`src/rtl/ifu_pkg.sv`:
```
// Shared types and constants for the instruction fetch unit PC generator.
package ifu_pkg;

    // Fetch sequencer states.
    typedef enum logic [2:0] {
        S_BOOT  = 3'd0,
        S_REQ   = 3'd1,
        S_WAIT  = 3'd2,
        S_HOLD  = 3'd3,
        S_FLUSH = 3'd4
    } ifu_state_e;

    // Sequential fetch stride (one 32-bit instruction).
    localparam logic [31:0] IFU_PC_STEP = 32'd4;

    // Default first fetch address after reset.
    localparam logic [31:0] IFU_RESET_PC_DEFAULT = 32'h8000_0000;

endpackage

```
`src/rtl/ifu_pc_gen_if.sv`:
```
// Bundle of the redirect, I-cache and IDU-facing signals of the fetch PC generator.
interface ifu_pc_gen_if;

    logic        dnpc_flag;
    logic [31:0] dnpc;
    logic        icache_clr;

    logic        ifu_req_valid;
    logic        ifu_req_ready;
    logic [31:0] ifu_req_addr;

    logic        ifu_rsp_valid;
    logic [31:0] ifu_rsp_data;

    logic        icache_flush;
    logic        icache_flush_done;

    logic        IFU_valid;
    logic        IFU_ready;
    logic [31:0] IFU_pc;
    logic [31:0] IFU_inst;

    // The PC generator itself.
    modport master (
        input  dnpc_flag,
        input  dnpc,
        input  icache_clr,
        output ifu_req_valid,
        input  ifu_req_ready,
        output ifu_req_addr,
        input  ifu_rsp_valid,
        input  ifu_rsp_data,
        output icache_flush,
        input  icache_flush_done,
        output IFU_valid,
        input  IFU_ready,
        output IFU_pc,
        output IFU_inst
    );

    // The surrounding pipeline: redirect source, I-cache and IDU.
    modport slave (
        output dnpc_flag,
        output dnpc,
        output icache_clr,
        input  ifu_req_valid,
        output ifu_req_ready,
        input  ifu_req_addr,
        output ifu_rsp_valid,
        output ifu_rsp_data,
        input  icache_flush,
        output icache_flush_done,
        input  IFU_valid,
        output IFU_ready,
        input  IFU_pc,
        input  IFU_inst
    );

endinterface

```
`src/rtl/ifu_pc_gen.sv`:
```
// Fetch PC generator: owns the architectural fetch PC, issues one-outstanding
// I-cache fetches, drops wrong-path responses and sequences fence.i flushes.
module ifu_pc_gen
    import ifu_pkg::*;
#(
    parameter logic [31:0] RESET_PC = IFU_RESET_PC_DEFAULT
) (
    input  logic         clock,
    input  logic         reset,
    ifu_pc_gen_if.master bus
);

    ifu_state_e  state;
    logic [31:0] pc;
    logic        drop;
    logic        flush_pend;
    logic [31:0] ifu_pc_q;
    logic [31:0] ifu_inst_q;
    logic        flush_next;

    // A flush requested in the same cycle as a wrong-path response must still be honoured.
    assign flush_next = flush_pend | (bus.dnpc_flag & bus.icache_clr);

    // Outputs are decoded from state; only IFU_valid is killed combinationally by a redirect.
    assign bus.ifu_req_valid = (state == S_REQ);
    assign bus.ifu_req_addr  = (state == S_REQ) ? pc : 32'd0;
    assign bus.icache_flush  = (state == S_FLUSH);
    assign bus.IFU_valid     = (state == S_HOLD) & ~bus.dnpc_flag;
    assign bus.IFU_pc        = ifu_pc_q;
    assign bus.IFU_inst      = ifu_inst_q;

    // Fetch sequencer with PC, wrong-path and pending-flush bookkeeping.
    always_ff @(posedge clock or negedge reset) begin
        if (!reset) begin
            state      <= S_BOOT;
            pc         <= RESET_PC;
            drop       <= 1'b0;
            flush_pend <= 1'b0;
            ifu_pc_q   <= 32'd0;
            ifu_inst_q <= 32'd0;
        end else begin
            case (state)
                S_BOOT: begin
                    state <= S_REQ;
                end

                S_REQ: begin
                    if (bus.ifu_req_ready) begin
                        state <= S_WAIT;
                        if (bus.dnpc_flag) begin
                            drop       <= 1'b1;
                            pc         <= bus.dnpc;
                            flush_pend <= bus.icache_clr;
                        end
                    end else if (bus.dnpc_flag) begin
                        pc    <= bus.dnpc;
                        state <= bus.icache_clr ? S_FLUSH : S_REQ;
                    end
                end

                S_WAIT: begin
                    if (bus.dnpc_flag) begin
                        pc         <= bus.dnpc;
                        drop       <= 1'b1;
                        flush_pend <= flush_next;
                    end
                    if (bus.ifu_rsp_valid) begin
                        if (drop || bus.dnpc_flag) begin
                            drop  <= 1'b0;
                            state <= flush_next ? S_FLUSH : S_REQ;
                        end else begin
                            ifu_inst_q <= bus.ifu_rsp_data;
                            ifu_pc_q   <= pc;
                            pc         <= pc + IFU_PC_STEP;
                            state      <= S_HOLD;
                        end
                    end
                end

                S_HOLD: begin
                    if (bus.dnpc_flag) begin
                        pc    <= bus.dnpc;
                        state <= bus.icache_clr ? S_FLUSH : S_REQ;
                    end else if (bus.IFU_ready) begin
                        state <= S_REQ;
                    end
                end

                S_FLUSH: begin
                    if (bus.dnpc_flag) begin
                        pc <= bus.dnpc;
                    end
                    if (bus.icache_flush_done) begin
                        flush_pend <= 1'b0;
                        state      <= S_REQ;
                    end
                end

                default: begin
                    state <= S_BOOT;
                end
            endcase
        end
    end

endmodule

```
`src/flat_wrapper.sv`:
```
// flat-port wrapper written by rule: the top's interface ports become plain ports
module ifu_pc_gen_flat import ifu_pkg::*;
#(
    parameter logic [31:0] RESET_PC = IFU_RESET_PC_DEFAULT
)
  (clock, reset, bus_dnpc_flag, bus_dnpc, bus_icache_clr, bus_ifu_req_valid, bus_ifu_req_ready, bus_ifu_req_addr, bus_ifu_rsp_valid, bus_ifu_rsp_data, bus_icache_flush, bus_icache_flush_done, bus_IFU_valid, bus_IFU_ready, bus_IFU_pc, bus_IFU_inst);
  ifu_pc_gen_if bus_i ();
  input  logic clock;
  input  logic reset;
  input wire logic [$bits(bus_i.dnpc_flag)-1:0] bus_dnpc_flag;
  input wire logic [$bits(bus_i.dnpc)-1:0] bus_dnpc;
  input wire logic [$bits(bus_i.icache_clr)-1:0] bus_icache_clr;
  output wire logic [$bits(bus_i.ifu_req_valid)-1:0] bus_ifu_req_valid;
  input wire logic [$bits(bus_i.ifu_req_ready)-1:0] bus_ifu_req_ready;
  output wire logic [$bits(bus_i.ifu_req_addr)-1:0] bus_ifu_req_addr;
  input wire logic [$bits(bus_i.ifu_rsp_valid)-1:0] bus_ifu_rsp_valid;
  input wire logic [$bits(bus_i.ifu_rsp_data)-1:0] bus_ifu_rsp_data;
  output wire logic [$bits(bus_i.icache_flush)-1:0] bus_icache_flush;
  input wire logic [$bits(bus_i.icache_flush_done)-1:0] bus_icache_flush_done;
  output wire logic [$bits(bus_i.IFU_valid)-1:0] bus_IFU_valid;
  input wire logic [$bits(bus_i.IFU_ready)-1:0] bus_IFU_ready;
  output wire logic [$bits(bus_i.IFU_pc)-1:0] bus_IFU_pc;
  output wire logic [$bits(bus_i.IFU_inst)-1:0] bus_IFU_inst;
  assign bus_i.dnpc_flag = bus_dnpc_flag;
  assign bus_i.dnpc = bus_dnpc;
  assign bus_i.icache_clr = bus_icache_clr;
  assign bus_ifu_req_valid = bus_i.ifu_req_valid;
  assign bus_i.ifu_req_ready = bus_ifu_req_ready;
  assign bus_ifu_req_addr = bus_i.ifu_req_addr;
  assign bus_i.ifu_rsp_valid = bus_ifu_rsp_valid;
  assign bus_i.ifu_rsp_data = bus_ifu_rsp_data;
  assign bus_icache_flush = bus_i.icache_flush;
  assign bus_i.icache_flush_done = bus_icache_flush_done;
  assign bus_IFU_valid = bus_i.IFU_valid;
  assign bus_i.IFU_ready = bus_IFU_ready;
  assign bus_IFU_pc = bus_i.IFU_pc;
  assign bus_IFU_inst = bus_i.IFU_inst;
  ifu_pc_gen #(.RESET_PC(RESET_PC)) u_core (.clock(clock), .reset(reset), .bus(bus_i));
endmodule
```
`config.mk`:
```
export PLATFORM = sky130hd
export DESIGN_NAME = ifu_pc_gen_flat
export DESIGN_NICKNAME = d
export VERILOG_FILES = /design/src/rtl/ifu_pkg.sv /design/src/rtl/ifu_pc_gen_if.sv /design/src/rtl/ifu_pc_gen.sv /design/src/flat_wrapper.sv
export SDC_FILE = /design/constraint.sdc
export NUM_CORES = 1
export LEC_CHECK = 0
export BUFFER_PORTS_ARGS = -buffer_cell sky130_fd_sc_hd__buf_2
export CAP_MARGIN = 0
export CORE_ASPECT_RATIO = 2
export CORE_MARGIN = 5
export CORE_UTILIZATION = 40
export CTS_CLUSTER_DIAMETER = 50
export DETAILED_ROUTE_END_ITERATION = 7
export PLACE_DENSITY = 0.67
export SLEW_MARGIN = 20
export SYNTH_ARGS = -nofsm -noshare
export SYNTH_HDL_FRONTEND = slang
export SYNTH_SLANG_ARGS = --single-unit
```
`constraint.sdc`:
```
create_clock -name clock -period 2.3 [get_ports clock]
set_input_delay 0.46 -clock clock [delete_from_list [all_inputs] [get_ports clock]]
set_output_delay 0.46 -clock clock [all_outputs]
set_load 0.01 [all_outputs]
```
==> impl_metrics.toml <==
[die]
die_x_microns = 89.3
io_pins = 171
die_height_microns = 169
core_area_sq_mm = 0.0125
start_util_pct = 40.3
fp.dieArea_sq_mm = 0.0151
rows = 58

[cells_and_area]
nFillCells = 1254
area.growth.synth_to_final_pct = 27.9
seq_area_sq_mm = 0.00253
diodes = 0
finalNetCount = 839
drive_gt1_share_pct = 29.0
fin_util_pct = 51.6
multi_input_area_sq_mm = 0.00233

[clocking]
clk_path_buf_depth = 2
htree_levels = 3
cts_tree = "done"
cts_setup_buffers = 0
cts_hold_buffers = 0
clkLatencyLatePin_ps = 340
path_clk_slew_ps = 70
cts_resized = 0
clock_sinks = 101
cts_buffers = 9
clockRootBuffer = "clkbuf_16"

[detailed_routing]
dr_total_vias = 4888
drc_errors = 0
wirelength_mm = 15.6
dr.pass1.iters = 5
drtAntennaViolNets = 0
initialDrtViolationCount = 356
vias_per_cell = 5.31
avgRoutedWirePerCell_microns = 17.0

[yosys]
synth-seq-area-share_pct = 50.2
syn_inst = 596
async_flop_share_pct = 100
syn_avg_cell_area_sq_um = 8.45
yosysWarningCount = 0
syn_nets = 669
synth-main-ff-cell = "dfrtp_1"
synth_edf_count = 0
synth.distinct_cells = 57
syn-cell-area_sq_mm = 0.00504
synth-seq-cells = 101

[global_routing]
track_usage_pct = 21.3
grt_remaining_overflow = 0
grt_pass1_wl_mm = 24.8
grt_max_degree = 79
antenna_found_initial = 1
grt_pass1_vias = 4957

[sta]
worst_pin_slew_ps = 714
max_freq_ghz = 0.459
fin_skew_ps = 5.83
slew_violations = 0
relSlewSlack_pct = 52.3
min_period_ps = 2180
grt_setup_unrepaired = "false"
finalCritPeriodShare_pct = 94.7
finalHoldViolCount = 0
tns_ps = 0
setup_viol = 0

[worst_hold_path]
hold_path_class = "primary input to async pin"

[flow_run]
cap_violations = 0

[power]
worst_ir_drop_vdd_mv = 0.746
power_leakage_uw = 0.00351
p_per_area_mw_per_mm2 = 1260

[place]
gp_congestion = 0.896
dp_hpwl_mm = 11.6
io_buffers = 170

[run_status]
outcome = "finished clean"

[setup_path]
crit_type = "flop to primary output"
r2r-start = "u_core.pc[3]$_DFFE_PN0P_"
required_ps = 1840
r2r_slack_ps = 210
crit_path_end_kind = "primary output"
r2r_cells = 6
arrival_ps = 1720
regToRegEndpoint = "u_core.pc[30]$_DFFE_PN0P_"
start_kind = "flop"
critical_path.max_fanout = 30
==> Yosys cell counts (2+ instances only) <==
master,n,area [sq um]
nand2_1,220,826
dfrtp_1,100,2500
and2_1,35,219
nor2_1,28,105
o21ai_0,22,110
clkbuf_1,20,75.1
a21oi_1,15,75.1
nand3_1,14,70.1
buf_2,13,65.1
nand4_1,11,68.8
nor3_1,10,50.1
mux2i_1,9,90.1
inv_1,8,30.0
o311ai_1,7,61.3
a22oi_1,6,45.0
and3_1,6,37.5
a211oi_1,5,37.5
o21ai_1,5,25.0
o211ai_1,4,30.0
a31oi_1,3,18.8
and4_1,3,26.3
nor2b_1,3,18.8
nor3b_1,3,22.5
or3_1,3,18.8
a21o_1,2,15.0
a221o_1,2,20.0
a32oi_1,2,17.5
a41oi_1,2,17.5
nand2b_1,2,12.5
nor2_2,2,12.5
o22ai_1,2,12.5
o311ai_0,2,17.5
o32ai_1,2,17.5
or3b_2,2,17.5
==> worst max path at each step <==
stage	start	endpoint	slack [ps]	cells past startpoint
floorplan	u_core.pc[2]$_DFFE_PN0P_	u_core.pc[30]$_DFFE_PN0P_	470	6
global placement	bus_dnpc_flag	u_core.pc[9]$_DFFE_PN0P_	170	7
detailed placement	bus_dnpc_flag	u_core.pc[9]$_DFFE_PN0P_	140	7
CTS	u_core.state[0]$_DFFE_PN0P_	bus_ifu_req_addr[21]	0.8	5
global route	u_core.pc[3]$_DFFE_PN0P_	u_core.pc[30]$_DFFE_PN0P_	8	6
finish	u_core.state[0]$_DFFE_PN0P_	bus_ifu_req_addr[21]	120	5
==> placed cells by master (no fill, tap or decap), types with 6 or more instances in the layout <==
master     netlist  routed
nand3_1         14      14
o311ai_1         7       7
clkbuf_16        0       9
o21ai_0         22      22
mux2i_1          9       9
and2_1          35      34
dfrtp_1        100     100
buf_2           13     169
inv_1            8       8
nor2_1          28      27
a21oi_1         15      15
nand2_1        220     219
nand4_1         11      11
nor3_1          10      10
buf_4            1      20
and3_1           6       6
a22oi_1          6       6
==> kinds of logic after synthesis <==
logic type               after synthesis  synth area share (%)
XOR/XNOR                               2                 0.348
buffers and inverters                 43                  3.60
flip-flops                           101                  50.2
multiplexers                          10                  2.01
AND/OR/NAND/NOR                      351                  32.0
adder cells (fa/ha/maj)                1                 0.248
AO/OA/AOI/OAI                         88                  11.6
==> power breakdown <==
| group | leakage [uW] | switching (uW) | internal, uW | total [uW] |
|---|---|---|---|---|
| clock network | 0.000121 | 674 | 731 | 1400 |
| logic | 0.00208 | 2030 | 1530 | 3560 |
| registers | 0.00130 | 678 | 2460 | 3130 |
==> per-layer routing <==
layer / global-route usage [%] / up-vias / part of all wire [%]
met5: 0 / - / 0.045
met4: 11.3 / 2 / 4.1
met3: 3.07 / 47 / 5.0
met2: 38.7 / 153 / 56
met1: 22.6 / 2342 / 35
li1: - / 2344 / -
==> critical path, cell delays in order (launching register included) <==
cell and delay [ps]:
dfrtp_1 480, nand2b_2 200, nor2_2 170, buf_12 190, and2_1 180, buf_2 140
==> cell type report <==
type,count,area share (%)
tap,150,2.91
timing repair buffer,194,17.0
clock buffer,10,3.55
multi-input combinational,452,36.2
sequential,101,39.3
inverter,8,0.466
clock inverter,5,0.563
==> registers in the layout, summed over array words and instances (netlist names) <==
name and cells:
u_core.drop 1, u_core.flush_pend 1, u_core.pc 32, u_core.bus.IFU_pc 32, u_core.bus.IFU_inst 32, u_core.state 3
==> per-stage QoR <==
step | setup WS [ps] | instances | area (sq um) | power (uW) | hold WS [ps]
2_1_floorplan | 471 | 596 | 5040 | 5080 | 164
3_3_place_gp | 174 | 905 | 6170 | 6670 | 424
3_5_place_dp | 139 | 905 | 6170 | 6770 | 421
4_1_cts | 0.838 | 920 | 6440 | 8190 | 45.4
5_1_grt | 8.14 | 920 | 6440 | 8700 | 59.0
6_report | 122 | 920 | 6440 | 8100 | 36.9
(Power assumes the default switching activity.)
